### config.mk
export PLATFORM = sky130hd
export DESIGN_NAME = spi_audio_rx_fifo
export DESIGN_NICKNAME = d
export VERILOG_FILES = /design/src/rtl/spi_rx_pkg.sv /design/src/rtl/sync_fifo.sv /design/src/rtl/spi_audio_rx_fifo.sv
export SDC_FILE = /design/constraint.sdc
export NUM_CORES = 1
export LEC_CHECK = 0
export CAP_MARGIN = 0
export CELL_PAD_IN_SITES_DETAIL_PLACEMENT = 1
export CELL_PAD_IN_SITES_GLOBAL_PLACEMENT = 2
export CORE_MARGIN = 3
export CORE_UTILIZATION = 48
export DETAILED_ROUTE_END_ITERATION = 8
export PLACE_DENSITY_LB_ADDON = 0.15
export SLEW_MARGIN = 20
export SYNTH_ARGS = -nofsm -noshare
export SYNTH_HDL_FRONTEND = slang
export SYNTH_SLANG_ARGS = --single-unit
### constraint.sdc
create_clock -name clk_25mhz -period 5.1 [get_ports clk_25mhz]
set_input_delay 0.51 -clock clk_25mhz [delete_from_list [all_inputs] [get_ports clk_25mhz]]
set_output_delay 0.51 -clock clk_25mhz [all_outputs]
set_load 0.02 [all_outputs]
### src/rtl/spi_rx_pkg.sv
// Shared constants for the Pico serial audio receiver.
// State encodings are plain localparams so every synthesis flow reads them.
package spi_rx_pkg;

    localparam logic [1:0] IDLE      = 2'd0;
    localparam logic [1:0] RECEIVING = 2'd1;

    localparam int DEF_DATA_W   = 16;
    localparam int DEF_CHANNELS = 2;

    function automatic int ch_width(input int ch);
        return (ch > 1) ? $clog2(ch) : 1;
    endfunction

endpackage

### src/rtl/sync_fifo.sv
// Single-clock FIFO; a push into a full FIFO only lands when a pop frees a slot.
// The head reads as zero while empty.
module sync_fifo #(
    parameter int WIDTH = 8,
    parameter int DEPTH = 8,
    localparam int AW = $clog2(DEPTH),
    localparam int LW = AW + 1
) (
    input  logic             clk,
    input  logic             reset_n,
    input  logic             push,
    input  logic [WIDTH-1:0] wr_data,
    input  logic             pop,
    output logic [WIDTH-1:0] rd_data,
    output logic             full,
    output logic             empty,
    output logic [LW-1:0]    level
);

    logic [WIDTH-1:0] mem [DEPTH];
    logic [AW-1:0]    wr_ptr;
    logic [AW-1:0]    rd_ptr;
    logic             do_push;
    logic             do_pop;

    assign full    = (level == LW'(DEPTH));
    assign empty   = (level == '0);
    assign do_pop  = pop & ~empty;
    assign do_push = push & (~full | do_pop);
    assign rd_data = empty ? '0 : mem[rd_ptr];

    always_ff @(posedge clk) begin
        if (!reset_n) begin
            wr_ptr <= '0;
            rd_ptr <= '0;
            level  <= '0;
        end else begin
            if (do_push) wr_ptr <= wr_ptr + AW'(1);
            if (do_pop)  rd_ptr <= rd_ptr + AW'(1);
            level <= level + LW'(do_push) - LW'(do_pop);
        end
    end

    always_ff @(posedge clk) begin
        if (do_push) mem[wr_ptr] <= wr_data;
    end

endmodule

### src/rtl/spi_audio_rx_fifo.sv
// Pico->FPGA serial audio receiver: framed SCLK/MOSI words tagged with a
// round-robin channel index and queued in an output FIFO.
module spi_audio_rx_fifo
    import spi_rx_pkg::*;
#(
    parameter int DATA_W         = DEF_DATA_W,
    parameter int CHANNELS       = DEF_CHANNELS,
    parameter int FIFO_DEPTH     = 8,
    parameter int SAMPLE_FALLING = 0,
    parameter int MSB_FIRST      = 1,
    localparam int CH_W  = ch_width(CHANNELS),
    localparam int LVL_W = $clog2(FIFO_DEPTH) + 1
) (
    input  logic              clk_25mhz,
    input  logic              reset_n,
    input  logic              com_sclk_in,
    input  logic              com_mosi_in,
    input  logic              com_active,
    input  logic              rx_ready,
    input  logic              ovf_clr,
    output logic [DATA_W-1:0] rx_data,
    output logic [CH_W-1:0]   rx_channel,
    output logic              rx_valid,
    output logic [LVL_W-1:0]  fifo_level,
    output logic              overflow,
    output logic              frame_err,
    output logic              teste_mosi
);

    localparam int BC_W = $clog2(DATA_W);
    localparam logic [BC_W-1:0] BIT_LAST = BC_W'(DATA_W - 1);
    localparam logic [CH_W-1:0] CH_LAST  = CH_W'(CHANNELS - 1);

    logic [2:0]        sclk_q;
    logic [1:0]        mosi_q;
    logic [1:0]        act_q;
    logic [1:0]        state;
    logic [DATA_W-1:0] shift_q;
    logic [DATA_W-1:0] shift_nxt;
    logic [BC_W-1:0]   bit_cnt;
    logic [CH_W-1:0]   ch_cnt;
    logic              active;
    logic              bit_in;
    logic              sample;
    logic              push;
    logic              drop;
    logic              full;
    logic              empty;

    always_ff @(posedge clk_25mhz) begin
        if (!reset_n) begin
            sclk_q <= '0;
            mosi_q <= '0;
            act_q  <= '0;
        end else begin
            sclk_q <= {sclk_q[1:0], com_sclk_in};
            mosi_q <= {mosi_q[0], com_mosi_in};
            act_q  <= {act_q[0], com_active};
        end
    end

    // MOSI comes from the same stage as the new SCLK level so both line up
    assign active = act_q[1];
    assign bit_in = mosi_q[1];
    assign sample = (SAMPLE_FALLING != 0) ? (~sclk_q[1] & sclk_q[2])
                                          : (sclk_q[1] & ~sclk_q[2]);

    assign shift_nxt = (MSB_FIRST != 0) ? {shift_q[DATA_W-2:0], bit_in}
                                        : {bit_in, shift_q[DATA_W-1:1]};

    assign push = (state == RECEIVING) & active & sample
                & (bit_cnt == BIT_LAST);
    assign drop = push & full & ~rx_ready;

    always_ff @(posedge clk_25mhz) begin
        if (!reset_n) begin
            state      <= IDLE;
            shift_q    <= '0;
            bit_cnt    <= '0;
            ch_cnt     <= '0;
            frame_err  <= 1'b0;
            teste_mosi <= 1'b0;
            overflow   <= 1'b0;
        end else begin
            frame_err <= 1'b0;
            overflow  <= drop | (overflow & ~ovf_clr);
            if (sample) teste_mosi <= bit_in;
            case (state)
                IDLE: begin
                    if (active) begin
                        state   <= RECEIVING;
                        shift_q <= '0;
                        bit_cnt <= '0;
                        ch_cnt  <= '0;
                    end
                end
                RECEIVING: begin
                    // frame end beats a coincident sample event
                    if (!active) begin
                        state     <= IDLE;
                        frame_err <= (bit_cnt != '0);
                        bit_cnt   <= '0;
                    end else if (sample) begin
                        shift_q <= shift_nxt;
                        if (bit_cnt == BIT_LAST) begin
                            bit_cnt <= '0;
                            ch_cnt  <= (ch_cnt == CH_LAST) ? '0
                                     : ch_cnt + CH_W'(1);
                        end else begin
                            bit_cnt <= bit_cnt + BC_W'(1);
                        end
                    end
                end
                default: state <= IDLE;
            endcase
        end
    end

    sync_fifo #(
        .WIDTH (DATA_W + CH_W),
        .DEPTH (FIFO_DEPTH)
    ) u_fifo (
        .clk     (clk_25mhz),
        .reset_n (reset_n),
        .push    (push),
        .wr_data ({shift_nxt, ch_cnt}),
        .pop     (rx_ready),
        .rd_data ({rx_data, rx_channel}),
        .full    (full),
        .empty   (empty),
        .level   (fifo_level)
    );

    assign rx_valid = ~empty;

endmodule

==> results of run 1 <==
metrics by stage:
stage          instances  power (mW)  setup WS [ps]
3_3_place_gp         657        2.73           1840
5_1_grt              689        4.16           1090
4_1_cts              689        4.01           1260
6_report             689        3.95           1260
2_1_floorplan        457        2.38           1740
3_5_place_dp         657        2.76           1760
cell usage in the layout, fill, tap and decap left out, types with 2 or more instances in the layout:
cell,n
edfxtp_1,136
dfxtp_1,43
nand3_1,39
mux4_2,34
inv_1,32
clkdlybuf4s50_1,31
nand2_1,25
a21oi_1,23
o21ai_0,19
clkbuf_16,19
nor2_1,16
ha_1,13
buf_4,13
and2_1,8
nor3b_2,4
xnor2_1,4
clkbuf_1,4
nand2b_1,3
nor3_1,3
xor2_1,3
clkbuf_8,3
clkinv_2,3
nand2b_2,2
nor3_2,2
a31oi_1,2
o32ai_1,2
clkinv_4,2
flip-flops by register name, summed over array words and instances (netlist names), named ones only:
signal         count
u_fifo.mem       136
u_fifo.wr_ptr      3
frame_err          1
mosi_q             2
ch_cnt             1
bit_cnt            4
act_q              2
u_fifo.rd_ptr      3
sclk_q             3
state              1
u_fifo.level       4
shift_q           15
overflow           1
teste_mosi         1
critical path, cell delays in order, from the launching register on:
cell	delay [ps]
dfxtp_1	330
inv_1	80
ha_1	220
or3b_2	590
nand2b_1	580
o21ai_0	420
clkdlybuf4s50_1	670
final timing paths:
| kind | from | endpoint | slack [ps] | cells after the start |
|---|---|---|---|---|
| setup / recovery | u_fifo.level[2] | rx_data[11] | 1260 | 6 |
| hold / removal | mosi_q[0] | mosi_q[1] | 440 | 1 |
| setup reg to reg | state[0] | u_fifo.level[2] | 2020 | 8 |
| hold reg to reg | mosi_q[0] | mosi_q[1] | 440 | 1 |
power by group through the flow:
stage / sequential (mW) / clock (mW) / combinational (mW)
after global placement: 1.73 / 0 / 1.00
after detailed placement: 1.73 / 0 / 1.03
after global routing: 1.72 / 1.34 / 1.10
after floorplan: 1.66 / 0 / 0.724
final: 1.70 / 1.24 / 1.02
after CTS: 1.70 / 1.27 / 1.03
area by class of cell:
class                           instances  area (sq um)  share of cell area [%]
Sequential cell                       180          4970                    60.3
Tap cell                              180           225                    2.74
Timing Repair Buffer                   44           408                    4.95
Inverter                               32           120                    1.46
Multi-Input combinational cell        221          1940                    23.6
Clock buffer                           26           532                    6.46
Clock inverter                          6          40.0                   0.486
kinds of logic after synthesis:
logic type	count (synthesis)	synth area share, %
adder cells (fa/ha/maj)	14	2.56
AND/OR/NAND/NOR	111	8.17
buffers and inverters	56	3.34
AO/OA/AOI/OAI	54	4.50
XOR/XNOR	7	0.860
flip-flops	180	69.7
multiplexers	35	10.9
Yosys cell counts, drive strengths merged:
master   number  area [sq um]
nand2        26           100
nand3        40           205
dfxtp        44           881
buf          12          60.1
inv          32           120
nand2b        5          36.3
o21ai        20           100
nand4b        1          8.76
nor3b         5          58.8
ha           13           163
xnor2         4          35.0
and3          1          7.51
xor2          3          26.3
edfxtp      136          4080
o32ai         2          17.5
and2b         1          7.51
mux4         34           766
nand4         1          6.26
a21oi        23           115
clkbuf       12          57.6
nor3          5          25.0
fa            1          20.0
and2          8          50.1
a21boi        1          7.51
a31o          1          8.76
o31ai         1          7.51
a21o          1          7.51
o211ai        1          7.51
a31oi         2          12.5
a2111oi       2          36.3
nor2         16          60.1
or3b          1          8.76
or4           1          7.51
mux2          1          11.3
routing by layer:
metal / GRT usage (%) / part of all wire [%] / routed length (um) / vias to the layer above
met3: 5.33 / 5.3 / 785 / 20
met4: 7.37 / 1.8 / 262 / 0
met5: 0 / 0 / 0 / -
li1: - / - / - / 1791
met2: 33.9 / 52 / 7680 / 91
met1: 24.6 / 41 / 6110 / 2001
==> impl_metrics.yaml, run 1 <==
status:
  status: "finished clean"
worst_setup_path:
  cp_max_fo: 22
  crit_type: "flop to output port"
  startpoint_type: "flop"
  cp.arrival_ps: 3330
  cp-end-kind: "output port"
  critPathRequiredTime_ps: 4590
sta:
  skew_ps: 7.33
  slew_viol_final: 0
  hold_ws_ps: 436
  tns_ps: 0
  period_share_pct: 75.3
  final_hold_viol_count: 0
  max_freq_ghz: 0.261
  finalSetupViolCount: 0
  rsz0062_at_grt: "no"
  fin_crit_ps: 3840
  relSlewSlack_pct: 32.1
  worst_pin_slew_ps: 1020
routing:
  drc: 0
  ant_nets: 0
  post_drt_wl_per_cell_um: 21.5
  num_vias: 3903
  vias_per_cell: 5.66
  firstDrtPassIters: 4
  routed_wl_um: 14800
  drt_iter0_drc: 288
floorplanning:
  dieArea_sq_um: 16300
  core.rowCount: 43
  core_area_sq_um: 14200
  start_util_pct: 50.2
  io_pins: 32
  die_h_um: 128
  dieWidth_um: 128
place:
  port-buffer-count: 31
  post_dp_cell_area_sq_um: 7660
  gp_congestion: 0.749
  dpl.hpwl_um: 9110
clocking:
  clk_pin_slew_ps: 60
  root_buffer: "clkbuf_16"
  postCtsSetupBuffers: 0
  cts.path.max_buffers: 2
  postCtsHoldBufs: 0
  htree_levels: 4
  cts-resized-gates: 0
  cts_tree: "built"
  cts_buffers: 17
  clock_sinks: 180
  clk_latency_ps: 440
power:
  p_clk_share_pct: 31.4
  pwr-share-seq_pct: 42.9
  ir_worst_vdd_uv: 304
  p_int_mw: 2.80
  power_density_nw_per_um2: 480
  switchingPower_mw: 1.16
  p_leak_nw: 2.72
  p_sw_share_pct: 29.3
  comb_power_share_pct: 25.7
cells_and_area:
  final_layout_size_suffix_gt1_share_pct: 17.9
  nFillCells: 1365
  diodes: 0
  fin_area_sq_um: 8230
  post-route-util_pct: 58.0
  area_growth_pct: 15.6
  nets: 517
logic_synthesis:
  ys_seq_area_share_pct: 69.7
  synth_cell_type_count: 45
  netlist_area_sq_um: 7130
  avgSynthCellArea_sq_um: 15.6
  synth.net_count: 478
  yosysWarnings: 0
  synth_seq_cells: 180
  syn_inst: 457
global_routing:
  first_global_vias: 4307
  grt_usage_pct: 19.9
  grt_max_degree: 35
  gr-total-overflow: 0
  grt_pass1_wl_um: 24000
  antenna_found_initial: 0
job:
  maxCapViolations: 0
min_path:
  min_path_type: "flop to flop"
Power figures use the tool's default switching activity.
==> inputs of run 2 (changes only) <==
Settings changed: CORE_UTILIZATION 48 to 40.
Clock period 5.1 ns to 3.1 ns, I/O delays scaled along.
==> impl_metrics.yaml, run 2 (synthesized netlist as in run 1, its figures left out) <==
clocking:
  postCtsSetupBuffers: 0
  cts_tree: "built"
  clock_sinks: 180
  root_buffer: "clkbuf_16"
  cts.path.max_buffers: 2
  postCtsHoldBufs: 0
  clk_latency_ps: 430
  htree_levels: 4
  cts-resized-gates: 1
  cts_buffers: 17
  clk_pin_slew_ps: 70
cells_and_area:
  final_layout_size_suffix_gt1_share_pct: 20.8
  largest_reg_flops: 136
  area_growth_pct: 18.3
  reg_top3: "u_fifo.mem (136), shift_q (15)"
  diodes: 0
  nFillCells: 1691
  layout_commonest_cell: "edfxtp_1"
  final_cell_mix: "136 x edfxtp_1, 43 x dfxtp_1, 39 x nand3_1"
  multiInputGateArea_sq_um: 1950
  top_register: "u_fifo.mem"
  post-route-util_pct: 48.6
  regArea_sq_um: 4970
  nets: 532
sta:
  finalSetupViolCount: 0
  fin_crit_ps: 2920
  relSlewSlack_pct: 59.7
  slew_viol_final: 0
  rsz0062_at_grt: "no"
  skew_ps: 18.7
  final_hold_viol_count: 0
  period_share_pct: 94.1
  tns_ps: 0
  max_freq_ghz: 0.343
  worst_pin_slew_ps: 603
worst_setup_path:
  cp_max_fo: 17
  cp-end-kind: "output port"
  cpPeakStageDelay_ps: 660
  crit_start: "u_fifo.level[2]"
  r2r_start: "u_fifo.level[2]"
  crit_type: "flop to output port"
  cp.arrival_ps: 2610
  path_cells: "inv_1 > ha_1 > or3b_4 > nand2b_1 > buf_4 > o21ai_1 > clkdlybuf4s50_1"
  critPathRequiredTime_ps: 2790
  startpoint_type: "flop"
  critPathTopFamily: "buffers and inverters"
  path_buf_inv: 3
  cpMaxStageDelayCell: "clkdlybuf4s50_1"
min_path:
  min_path_type: "flop to flop"
  holdCritStartpoint: "mosi_q[0]"
power:
  p_int_mw: 4.58
  pwr-share-seq_pct: 40.4
  p_total_mw: 6.59
  ir_worst_vdd_uv: 386
  comb_power_share_pct: 28.5
  p_clk_share_pct: 31.1
  p_sw_share_pct: 30.5
  power_density_nw_per_um2: 782
  switchingPower_mw: 2.01
  p_leak_nw: 2.81
floorplanning:
  die_h_um: 139
  dieArea_sq_um: 19500
  dieWidth_um: 139
  core_area_sq_um: 17400
  start_util_pct: 41.1
  core.rowCount: 48
  io_pins: 32
routing:
  routed_wl_um: 15100
  drc: 0
  vias_per_cell: 5.28
  drt_iter0_drc: 244
  post_drt_wl_per_cell_um: 20.1
  firstDrtPassIters: 4
  ant_nets: 0
  num_vias: 3951
global_routing:
  grt_pass1_wl_um: 24700
  gr-total-overflow: 0
  first_global_vias: 4273
  antenna_found_initial: 0
  grt_max_degree: 35
  grt_usage_pct: 16.6
job:
  maxCapViolations: 0
status:
  status: "finished clean"
place:
  gp_congestion: 0.721
  port-buffer-count: 31
  dpl.hpwl_um: 9480
==> run 2: cell types whose count changed in the layout (fill, tap and decap cells not counted), sizes merged <==
cell and change:
clkinvlp -1, inv +6, clkinv +2, clkbuf -7
buf +15
==> run 2: path summary, 6_finish.rpt <==
kind              cells past startpoint         endpoint  slack (ps)
hold reg to reg                       1        mosi_q[1]         440
setup / recovery                      7       rx_channel         180
setup reg to reg                     12  u_fifo.level[2]         580
hold / removal                        1        mosi_q[1]         440
==> run 2: final cells by class <==
cell class | count | area share (%)
well taps | 225 | 3.34
inverters | 32 | 1.42
repair buffers | 59 | 6.47
clock buffers | 19 | 5.39
clock inverters | 13 | 1.38
multi-input cells | 221 | 23.1
flip-flops and latches | 180 | 58.9
==> run 2: power groups by stage <==
stage | combinational [mW] | sequential [mW] | clock, mW
after floorplan | 1.19 | 2.73 | 0
after global placement | 1.90 | 2.72 | 0
after detailed placement | 1.92 | 2.72 | 0
after CTS | 1.93 | 2.67 | 2.11
after global routing | 2.05 | 2.67 | 2.21
final | 1.88 | 2.67 | 2.05
==> run 2: stage by stage <==
step | std cells | cell area [sq um] | worst slack, ps | hold WS [ps]
2_1_floorplan | 457 | 7150 | 299 | 412
3_3_place_gp | 717 | 7860 | 444 | 417
3_5_place_dp | 717 | 7860 | 392 | 427
4_1_cts | 749 | 8430 | 48.0 | 434
5_1_grt | 749 | 8430 | 48.8 | 443
6_report | 749 | 8430 | 183 | 438
==> run 2: layer usage <==
layer | part of all wire [%] | GRT usage, % | up-vias
li1 | - | - | 1824
met1 | 44 | 21.7 | 2043
met2 | 51 | 27.9 | 69
met3 | 3.3 | 3.06 | 15
met4 | 1.7 | 5.82 | 0
met5 | 0 | 0 | -
==> inputs of run 3 (changes only) <==
Settings changed: CAP_MARGIN 0 to unset.
==> results of run 3 <==
No change in the layout: final DEF, timing and power equal those of run 2.
